`config.mk`:
```
export PLATFORM = sky130hd
export DESIGN_NAME = if_fetch_stage
export DESIGN_NICKNAME = d
export VERILOG_FILES = /design/src/rtl/mips_pkg.sv /design/src/rtl/fetch_pc_gen.sv /design/src/rtl/if_fetch_stage.sv
export SDC_FILE = /design/constraint.sdc
export NUM_CORES = 1
export LEC_CHECK = 0
export ABC_AREA = 1
export CAP_MARGIN = 25
export CORE_AREA = 2 2 114 94
export CTS_CLUSTER_SIZE = 40
export DETAILED_ROUTE_END_ITERATION = 16
export DIE_AREA = 0 0 116 96
export GPL_ROUTABILITY_DRIVEN = 0
export PLACE_DENSITY = 0.85
export SYNTH_ARGS = -nofsm -noshare
export SYNTH_HDL_FRONTEND = slang
export SYNTH_SLANG_ARGS = --single-unit
```
`constraint.sdc`:
```
create_clock -name clk -period 3.6 [get_ports clk]
set_input_delay 0.72 -clock clk [delete_from_list [all_inputs] [get_ports clk]]
set_output_delay 0.72 -clock clk [all_outputs]
set_load 0.01 [all_outputs]
```
`src/rtl/mips_pkg.sv`:
```
// Shared constants, fetch-state encoding and the IF/ID payload for the MIPS front end.
package mips_pkg;

  localparam int unsigned PC_W       = 32;
  localparam int unsigned INSTR_W    = 32;
  localparam int unsigned IMEM_AW    = 9;
  localparam int unsigned IMEM_DEPTH = 502;

  localparam logic [PC_W-1:0]    RESET_PC  = 32'h0000_3000;
  localparam logic [INSTR_W-1:0] NOP_INSTR = 32'h0000_0000;

  typedef enum logic {
    RUN  = 1'b0,
    HALT = 1'b1
  } fetch_state_e;

  typedef struct packed {
    logic [INSTR_W-1:0] instr;
    logic [PC_W-1:0]    pc4;
    logic               valid;
  } if_id_t;

  // Misaligned PC or word index beyond the populated ROM (no wrap of indices 502..511).
  function automatic logic pc_faults(input logic [PC_W-1:0] pc_in);
    return (pc_in[1:0] != 2'b00) || (pc_in[IMEM_AW+1:2] >= IMEM_AW'(IMEM_DEPTH));
  endfunction

endpackage

```
`src/rtl/fetch_pc_gen.sv`:
```
// PC register with next-PC mux (redirect / advance / hold) and the fetch fault compare.
module fetch_pc_gen
  import mips_pkg::*;
(
  input  logic            clk,
  input  logic            rst,
  input  logic            advance,
  input  logic            load,
  input  logic [PC_W-1:0] target,
  output logic [PC_W-1:0] pc,
  output logic [PC_W-1:0] pc4_c,
  output logic            fault_c
);

  logic [PC_W-1:0] pc_next;

  // Load has priority; otherwise the PC holds unless told to advance.
  always_comb begin
    pc4_c   = pc + PC_W'(4);
    fault_c = pc_faults(pc);
    pc_next = pc;
    if (load) begin
      pc_next = target;
    end else if (advance) begin
      pc_next = pc4_c;
    end
  end

  always_ff @(posedge clk) begin
    if (rst) begin
      pc <= RESET_PC;
    end else begin
      pc <= pc_next;
    end
  end

endmodule

```
`src/rtl/if_fetch_stage.sv`:
```
// Instruction-fetch stage: PC generation, RUN/HALT control, sticky fault and the IF/ID register.
module if_fetch_stage
  import mips_pkg::*;
(
  input  logic               clk,
  input  logic               rst,
  input  logic               stall,
  input  logic               redirect,
  input  logic [PC_W-1:0]    redirect_pc,
  output logic [IMEM_AW-1:0] imem_addr,
  input  logic [INSTR_W-1:0] imem_rd,
  output logic [PC_W-1:0]    pc,
  output logic [INSTR_W-1:0] if_id_instr,
  output logic [PC_W-1:0]    if_id_pc4,
  output logic               if_id_valid,
  output logic               fetch_fault
);

  fetch_state_e    state, state_next;
  if_id_t          if_id;
  logic            advance, load, bubble, capture, fault_set;
  logic [PC_W-1:0] pc4;
  logic            pc_fault;

  fetch_pc_gen u_pc_gen (
    .clk     (clk),
    .rst     (rst),
    .advance (advance),
    .load    (load),
    .target  (redirect_pc),
    .pc      (pc),
    .pc4_c   (pc4),
    .fault_c (pc_fault)
  );

  assign imem_addr = pc[IMEM_AW+1:2];

  always_ff @(posedge clk) begin
    if (rst) begin
      state <= RUN;
    end else begin
      state <= state_next;
    end
  end

  // Edge priority in RUN: redirect, then stall, then fault check, then normal fetch.
  always_comb begin
    state_next = state;
    advance    = 1'b0;
    load       = 1'b0;
    bubble     = 1'b0;
    capture    = 1'b0;
    fault_set  = 1'b0;
    case (state)
      RUN: begin
        if (redirect) begin
          load   = 1'b1;
          bubble = 1'b1;
        end else if (stall) begin
          bubble = 1'b0;
        end else if (pc_fault) begin
          bubble     = 1'b1;
          fault_set  = 1'b1;
          state_next = HALT;
        end else begin
          advance = 1'b1;
          capture = 1'b1;
        end
      end
      HALT: begin
        bubble = 1'b1;
      end
      default: begin
        state_next = RUN;
      end
    endcase
  end

  // A bubble keeps the last pc4 and only clears instr/valid.
  always_ff @(posedge clk) begin
    if (rst) begin
      if_id.instr <= NOP_INSTR;
      if_id.pc4   <= '0;
      if_id.valid <= 1'b0;
      fetch_fault <= 1'b0;
    end else begin
      if (bubble) begin
        if_id.instr <= NOP_INSTR;
        if_id.valid <= 1'b0;
      end else if (capture) begin
        if_id.instr <= imem_rd;
        if_id.pc4   <= pc4;
        if_id.valid <= 1'b1;
      end
      if (fault_set) begin
        fetch_fault <= 1'b1;
      end
    end
  end

  assign if_id_instr = if_id.instr;
  assign if_id_pc4   = if_id.pc4;
  assign if_id_valid = if_id.valid;

endmodule

```
Word level (Yosys, flattened, before mapping)

Index checks and enable logic that the tools add are counted.

Word-level logic and storage cells: 30
Output and inout port bits: 107
Bits in registers: 99
Input port bits: 68

Magnitude comparators: 1
Add/sub/neg operators: 1
Reductions and logical operators: 5
Bitwise operators: 2
Mux-type cells: 15

Operators with widths:

| cell                                          | count |
|---|---|
| 2-to-1 mux 32 bit                             | 2 |
| adder 32 x 3 -> 32 bit, second input constant | 1 |
| 2-to-1 mux 1 bit                              | 12 |
| >= comparator 9 bit, second input constant    | 1 |
| nonzero test 2 bit                            | 2 |
| inverter 1 bit                                | 2 |
| one-hot mux 1 bit (2 select lines)            | 1 |
| AND reduction 2 bit                           | 1 |
| OR reduction 2 bit                            | 1 |
| logical OR 1 bit                              | 1 |

Depth between registers and ports, before layout

Gate-level depths: netlist of run 1.

Depth after elaboration: 8
Mapped depth: 12
Mapped depth without buffers: 11

Hierarchy

From an unflattened synthesis of run 1, not the netlist that was laid out.

Cell total of the unflattened synthesis: 745
Area, all modules: 5,053.6 um2

By module, submodules not included:

| module         | cells each | seq. area each (um2) | area each (um2) | instances |
|---|---|---|---|---|
| if_fetch_stage | 407        | 1,341.3              | 2,825.2         | 1 |
| fetch_pc_gen   | 338        | 640.6                | 2,228.4         | 1 |

Worst setup path after synthesis of run 1

Ideal clock, no wire load.

Kind: in2reg
From: in redirect
To: reg u_pc_gen.pc[4]
Buffers on the path: 2
Data arrival time: 1,670 ps
Cell stages on the path: 8
Slack: 1,793 ps
Data required time: 3,463 ps
Setup time: 137 ps
Cells stage by stage: inv_1 > nor2_2 > inv_1 > buf_2 > clkbuf_1 > nor2_1 > nor2_1 > a21oi_1

Word-level cells in the longest chain between the ends: 3
Elaborated cells between the ends (all ways): 6
Classes of those cells: 5 x mux; 1 x reduce/logical

RTL lines:

| element                                                        | line                 | source |
|---|---|---|
| start, declared                                                | if_fetch_stage.sv:8  | `input logic redirect,` |
| 2-to-1 mux 1 bit                                               | if_fetch_stage.sv:56 | `if (redirect) begin` |
| 2-to-1 mux 1 bit                                               | if_fetch_stage.sv:54 | `case (state)` |
| 2-to-1 mux 32 bit / nonzero test 2 bit (equally long branches) | --                   |  |
| end signal, assigned                                           | fetch_pc_gen.sv:33   | `pc <= pc_next;` |
| end, declared                                                  | fetch_pc_gen.sv:10   | `output logic [PC_W-1:0] pc,` |

Several ways; a longest one is shown, not always the timed one.
A chain may end at the register's enable or synchronous reset.

Worst setup path after layout of run 1

From: in redirect
To: reg u_pc_gen.pc[12]

Same word-level chain as after synthesis.

==> flow_metrics.env, run 1 <==
export IMPL_outcome="completed"
export IMPL_finalHoldViolCount=0
export IMPL_drc=0
export IMPL_end_kind="flip-flop"
export IMPL_place_hpwl_um=9776
export IMPL_multiInputGateArea_um2=2260
export IMPL_seq_area_frac_synth_pct=41.90
export IMPL_path_max_fanout=92
export IMPL_layout_drive_gt1_share_pct=6.778
export IMPL_cts_sinks=99
export IMPL_seqCellArea_um2=1982
export IMPL_synth_seq_cells=99
export IMPL_worst_hold_path_type="flip-flop to flip-flop"
export IMPL_synth_edf_count=0
export IMPL_track_usage_pct=24.01
export IMPL_clk_pin_slew_worst_paths_ns=0.07
export IMPL_antenna_cells=0
export IMPL_async_reset_ff_share_pct=0
export IMPL_numPortBuffers=174
export IMPL_skew_ns=0.007759
export IMPL_drtIter0Drc=321
export IMPL_final_common_cell="nand2_1"
export IMPL_tns_ns=0
export IMPL_die_h_um=96
export IMPL_syn2layout_area_growth_pct=42.04
export IMPL_wl_um=13500
export IMPL_synth_top_cell_area_share_pct=41.90
export IMPL_arrival_ns=2.99
export IMPL_layout_nets=906
export IMPL_cap_violations=0
export IMPL_synth_top_flop_cell="dfxtp_1"
export IMPL_grt_max_degree=93
export IMPL_clock_fmax_ghz=0.3609
export IMPL_hold_buffers=0
export IMPL_worst_pin_slew_ns=0.9699
export IMPL_via_per_inst=4.966
export IMPL_synth_area_top_cells="dfxtp_1 (42%), nand2_1 (19%), a21oi_1 (7.5%)"
export IMPL_wl_per_cell_um=13.76
export IMPL_ant_nets=0
export IMPL_die_area_um2=11140
export IMPL_syn_area_per_cell_um2=6.894
export IMPL_dr_pass1_iters=5
export IMPL_timing_slew_headroom_pct=35.34
export IMPL_criticalPathCategory="primary input to flip-flop"
export IMPL_routed_via_count=4872
export IMPL_clk_path_buf_depth=2
export IMPL_synth_fp_nets=756
export IMPL_root_buffer="clkbuf_16"
export IMPL_start_util_pct=47.33
export IMPL_drv_slew=0
export IMPL_antenna_found_initial=0
export IMPL_h_tree_depth=3
export IMPL_synth_cells=686
export IMPL_cts_buffers=9
export IMPL_finalSetupViolations=0
export IMPL_rrSetupSlack_ns=0.91
export IMPL_clock_latency_ns=0.34
export IMPL_period_share_pct=76.97
export IMPL_placedCellCount=965
export IMPL_core_area_um2=9992
export IMPL_cts_tree="yes"
export IMPL_final_cell_mix="nand2_1 (243), clkdlybuf4s50_1 (173), dfxtp_1 (99)"
export IMPL_max_vdd_ir_drop_uv=215.2
export IMPL_p_leak_nw=2.561
export IMPL_die_w_um=116
export IMPL_rsz0062_at_grt="no"
export IMPL_layout_cells_non_filler=981
export IMPL_yosys_warnings=0
export IMPL_powerDensity_nw_per_um2=373.4
export IMPL_nFillCells=853
export IMPL_yosys_area_top_type="dfxtp_1"
export IMPL_grt_overflow_total=0
export IMPL_syn_cell_area_um2=4730
export IMPL_grt_pass1_wl_um=21250
export IMPL_cts_resized=0
export IMPL_required_ns=3.82
export IMPL_cts_setup_buffers=0
export IMPL_rows=33
export IMPL_critPathLaunchType="primary input"
export IMPL_io_pins=175
export IMPL_min_period_ns=2.771
export IMPL_ys_types=30
export IMPL_grt_pass1_vias=4493
state kept, by name, indices dropped and copies added (netlist names):
name,count
state,1
if_id_valid,1
fetch_fault,1
if_id_pc4,32
if_id_instr,32
u_pc_gen.pc,32
cells by family after synthesis:
family                   count (synthesis)  share of synthesized area, %
AND/OR/NAND/NOR                        374                         33.25
buffers and inverters                  102                         10.48
AO/OA/AOI/OAI                          100                         12.17
flip-flops                              99                         41.90
XOR/XNOR                                 9                         1.667
adder cells (fa/ha/maj)                  2                        0.5290
report_power, final:
group | leakage [nW] | internal [W] | switching (W) | total [W]
Combinational | 1.62 | 0.000209 | 0.000200 | 0.000409
Clock | 0.135 | 0.000486 | 0.000422 | 0.000908
Sequential | 0.805 | 0.00114 | 0.0000536 | 0.00119
stage by stage:
step           power [W]  setup slack [ns]  utilization, %  area (um^2)  hold slack, ns
2_1_floorplan   0.001422             1.793               -         4730          0.4650
3_3_place_gp    0.001613            0.6114           64.45         6440          0.4336
3_5_place_dp    0.001623            0.5434           64.45         6440          0.4449
4_1_cts         0.002523            0.9093           67.23         6718          0.4543
5_1_grt         0.002612            0.6835           67.23         6718          0.4654
6_report        0.002508            0.8292           67.23         6718          0.4537
cells in the mapped netlist (7+ instances only):
cell type and number:
nand3_2 12, nor2_1 73, buf_4 20, nand2_1 243
a21oi_1 71, dfxtp_1 99, o21ai_0 7, nand3_1 27
nand3b_1 8, inv_1 59, a21oi_2 14, clkbuf_1 11
metal layers:
metal / routed length [um] / part of all wire [%] / GRT usage (%)
met1: 6077 / 45 / 31.83
met2: 6244 / 46 / 39.47
met3: 1036 / 7.7 / 5.605
met4: 142 / 1.1 / 6.548
met5: 0 / 0 / 0
worst max-delay path, stage by stage:
cell and delay (ns):
clkdlybuf4s50_1 0.45, inv_1 0.07, nand2_1 0.08, nor2_1 0.06
nand3_4 0.09, buf_4 0.69, nand2_1 0.24, clkinv_1 0.27
nand2_1 0.08, nand3_1 0.07, nand2_1 0.05
worst paths after layout:
check / start / to / depth (start not counted)
min: if_id_valid / if_id_valid / 2
max: redirect / u_pc_gen.pc[12] / 11
max reg2reg: u_pc_gen.pc[9] / u_pc_gen.pc[12] / 10
min reg2reg: if_id_valid / if_id_valid / 2
area by class of cell:
| class | count | area share (%) |
|---|---|---|
| sequential | 99 | 29.50 |
| clock buffer | 10 | 3.557 |
| tap | 140 | 2.608 |
| timing repair buffer | 180 | 26.71 |
| clock inverter | 6 | 0.5774 |
| inverter | 61 | 3.408 |
| multi-input combinational | 485 | 33.64 |
(Power assumes the default switching activity.)
==> inputs of run 2 (changes only) <==
CORE_AREA = 2 2 125 103   (was 2 2 114 94)
DIE_AREA = 0 0 127 105   (was 0 0 116 96)
PLACE_DENSITY = 0.75   (was 0.85)
clock period = 2.3 ns   (was 3.6 ns; I/O delays follow)
==> flow_metrics.env, run 2 (synthesis gave the netlist of run 1 again) <==
export IMPL_root_buffer="clkbuf_16"
export IMPL_rrSetupSlack_ns=0.36
export IMPL_skew_ns=0.007430
export IMPL_place_hpwl_um=9846
export IMPL_h_tree_depth=3
export IMPL_core_area_um2=11980
export IMPL_layout_cells_non_filler=999
export IMPL_die_h_um=105
export IMPL_rows=36
export IMPL_hold_buffers=0
export IMPL_crit_family="buffers and inverters"
export IMPL_cts_tree="yes"
export IMPL_wl_per_cell_um=13.48
export IMPL_final_common_cell="nand2_1"
export IMPL_via_per_inst=4.769
export IMPL_reg2reg_to="if_id_pc4[28]"
export IMPL_numPortBuffers=174
export IMPL_antenna_found_initial=0
export IMPL_wl_um=13470
export IMPL_path_buf_inv=1
export IMPL_path_cells="clkdlybuf4s50_1"
export IMPL_endpoint="pc[10]"
export IMPL_cap_violations=0
export IMPL_cts_buffers=9
export IMPL_drc=0
export IMPL_critPathLaunchType="flip-flop"
export IMPL_r2r_start="u_pc_gen.pc[3]"
export IMPL_cts_setup_buffers=0
export IMPL_routed_via_count=4764
export IMPL_busiest_layer="met2"
export IMPL_required_ns=1.84
export IMPL_grtUsageMet1_pct=28.74
export IMPL_die_area_um2=13340
export IMPL_cpPeakStageDelay_ns=0.61
export IMPL_arrival_ns=1.49
export IMPL_finalHoldViolCount=0
export IMPL_outcome="completed"
export IMPL_drtIter0Drc=291
export IMPL_antenna_cells=0
export IMPL_criticalPathCategory="flip-flop to output port"
export IMPL_grt_use_met3_pct=6.093
export IMPL_rsz0062_at_grt="no"
export IMPL_path_max_fanout=8
export IMPL_ant_nets=0
export IMPL_crit_path_start="u_pc_gen.pc[10]"
export IMPL_start_util_pct=39.47
export IMPL_r2r_cells=10
export IMPL_worst_pin_slew_ns=0.6349
export IMPL_whs_ns=0.4446
export IMPL_max_vdd_ir_drop_uv=390.8
export IMPL_period_share_pct=84.99
export IMPL_grt_overflow_total=0
export IMPL_clk_pin_slew_worst_paths_ns=0.07
export IMPL_layout_drive_gt1_share_pct=7.438
export IMPL_timing_slew_headroom_pct=57.67
export IMPL_cts_sinks=99
export IMPL_dr_pass1_iters=4
export IMPL_clock_latency_ns=0.35
export IMPL_track_usage_pct=20.56
export IMPL_tns_ns=0
export IMPL_drv_slew=0
export IMPL_finalSetupViolations=0
export IMPL_end_kind="output port"
export IMPL_powerDensity_nw_per_um2=599.1
export IMPL_grt_pass1_vias=4459
export IMPL_syn2layout_area_growth_pct=44.50
export IMPL_clk_path_buf_depth=2
export IMPL_grt_pass1_wl_um=22150
export IMPL_slowest_stage="clkdlybuf4s50_1"
export IMPL_p_leak_nw=2.612
export IMPL_final_cell_mix="nand2_1 (243), clkdlybuf4s50_1 (173), dfxtp_1 (99)"
export IMPL_clock_fmax_ghz=0.5116
export IMPL_layout_nets=912
export IMPL_min_period_ns=1.955
export IMPL_cp_num_cells=1
export IMPL_worst_hold_path_type="flip-flop to flip-flop"
export IMPL_cts_resized=0
export IMPL_utilization_pct=57.04
export IMPL_grt_max_degree=51
export IMPL_die_w_um=127
export IMPL_grt_util_met2_pct=31.18
export IMPL_placedCellCount=983
export IMPL_io_pins=175
[run 2: changes by cell type in the layout (fill, tap and decap cells not counted), sizes merged]
cell      delta
clkinv       -2
clkinvlp     -1
inv          +3
buf          +6
clkbuf       -1
bufinv       +1
[run 2: worst min-delay path by stage]
stage                                end           start  depth (start not counted)  slack, ns
final                        if_id_valid     if_id_valid                          2       0.44
after global routing      if_id_instr[3]  if_id_instr[3]                          2       0.48
after CTS                  if_id_pc4[13]   if_id_pc4[13]                          2       0.45
after detailed placement   if_id_pc4[13]   if_id_pc4[13]                          2       0.44
after global placement       if_id_valid     if_id_valid                          2       0.43
after floorplan            if_id_pc4[13]   if_id_pc4[13]                          2       0.47
[run 2: metal layers]
layer / vias to the layer above / wire, um / part of all wire (%)
li1: 2446 / - / -
met5: - / 0 / 0
met1: 2127 / 6467 / 48
met3: 15 / 995 / 7.4
met4: 0 / 204 / 1.5
met2: 176 / 5799 / 43
[run 2: report_power, final]
group          switching [W]  total [W]  internal (W)
clock               0.000710    0.00158      0.000865
sequential         0.0000823    0.00186       0.00178
combinational       0.000315   0.000657      0.000342
total                0.00111    0.00409       0.00299
[run 2: through the flow]
step	cell area (um^2)	power (W)	setup WS (ns)
after detailed placement	6525	0.002558	0.1104
final	6834	0.004094	0.3452
after CTS	6834	0.004135	0.3436
after global placement	6525	0.002553	0.1833
after global routing	6834	0.004287	0.1580
after floorplan	4730	0.002226	0.6305
[run 2: layout make-up]
type | count | area, um^2
Clock inverter | 7 | 83.83
Sequential cell | 99 | 1982
Timing Repair Buffer | 186 | 1864
Tap cell | 152 | 190.2
Multi-Input combinational cell | 485 | 2260
Fill cell | 1152 | 5147
Clock buffer | 9 | 225.2
Inverter | 61 | 229.0
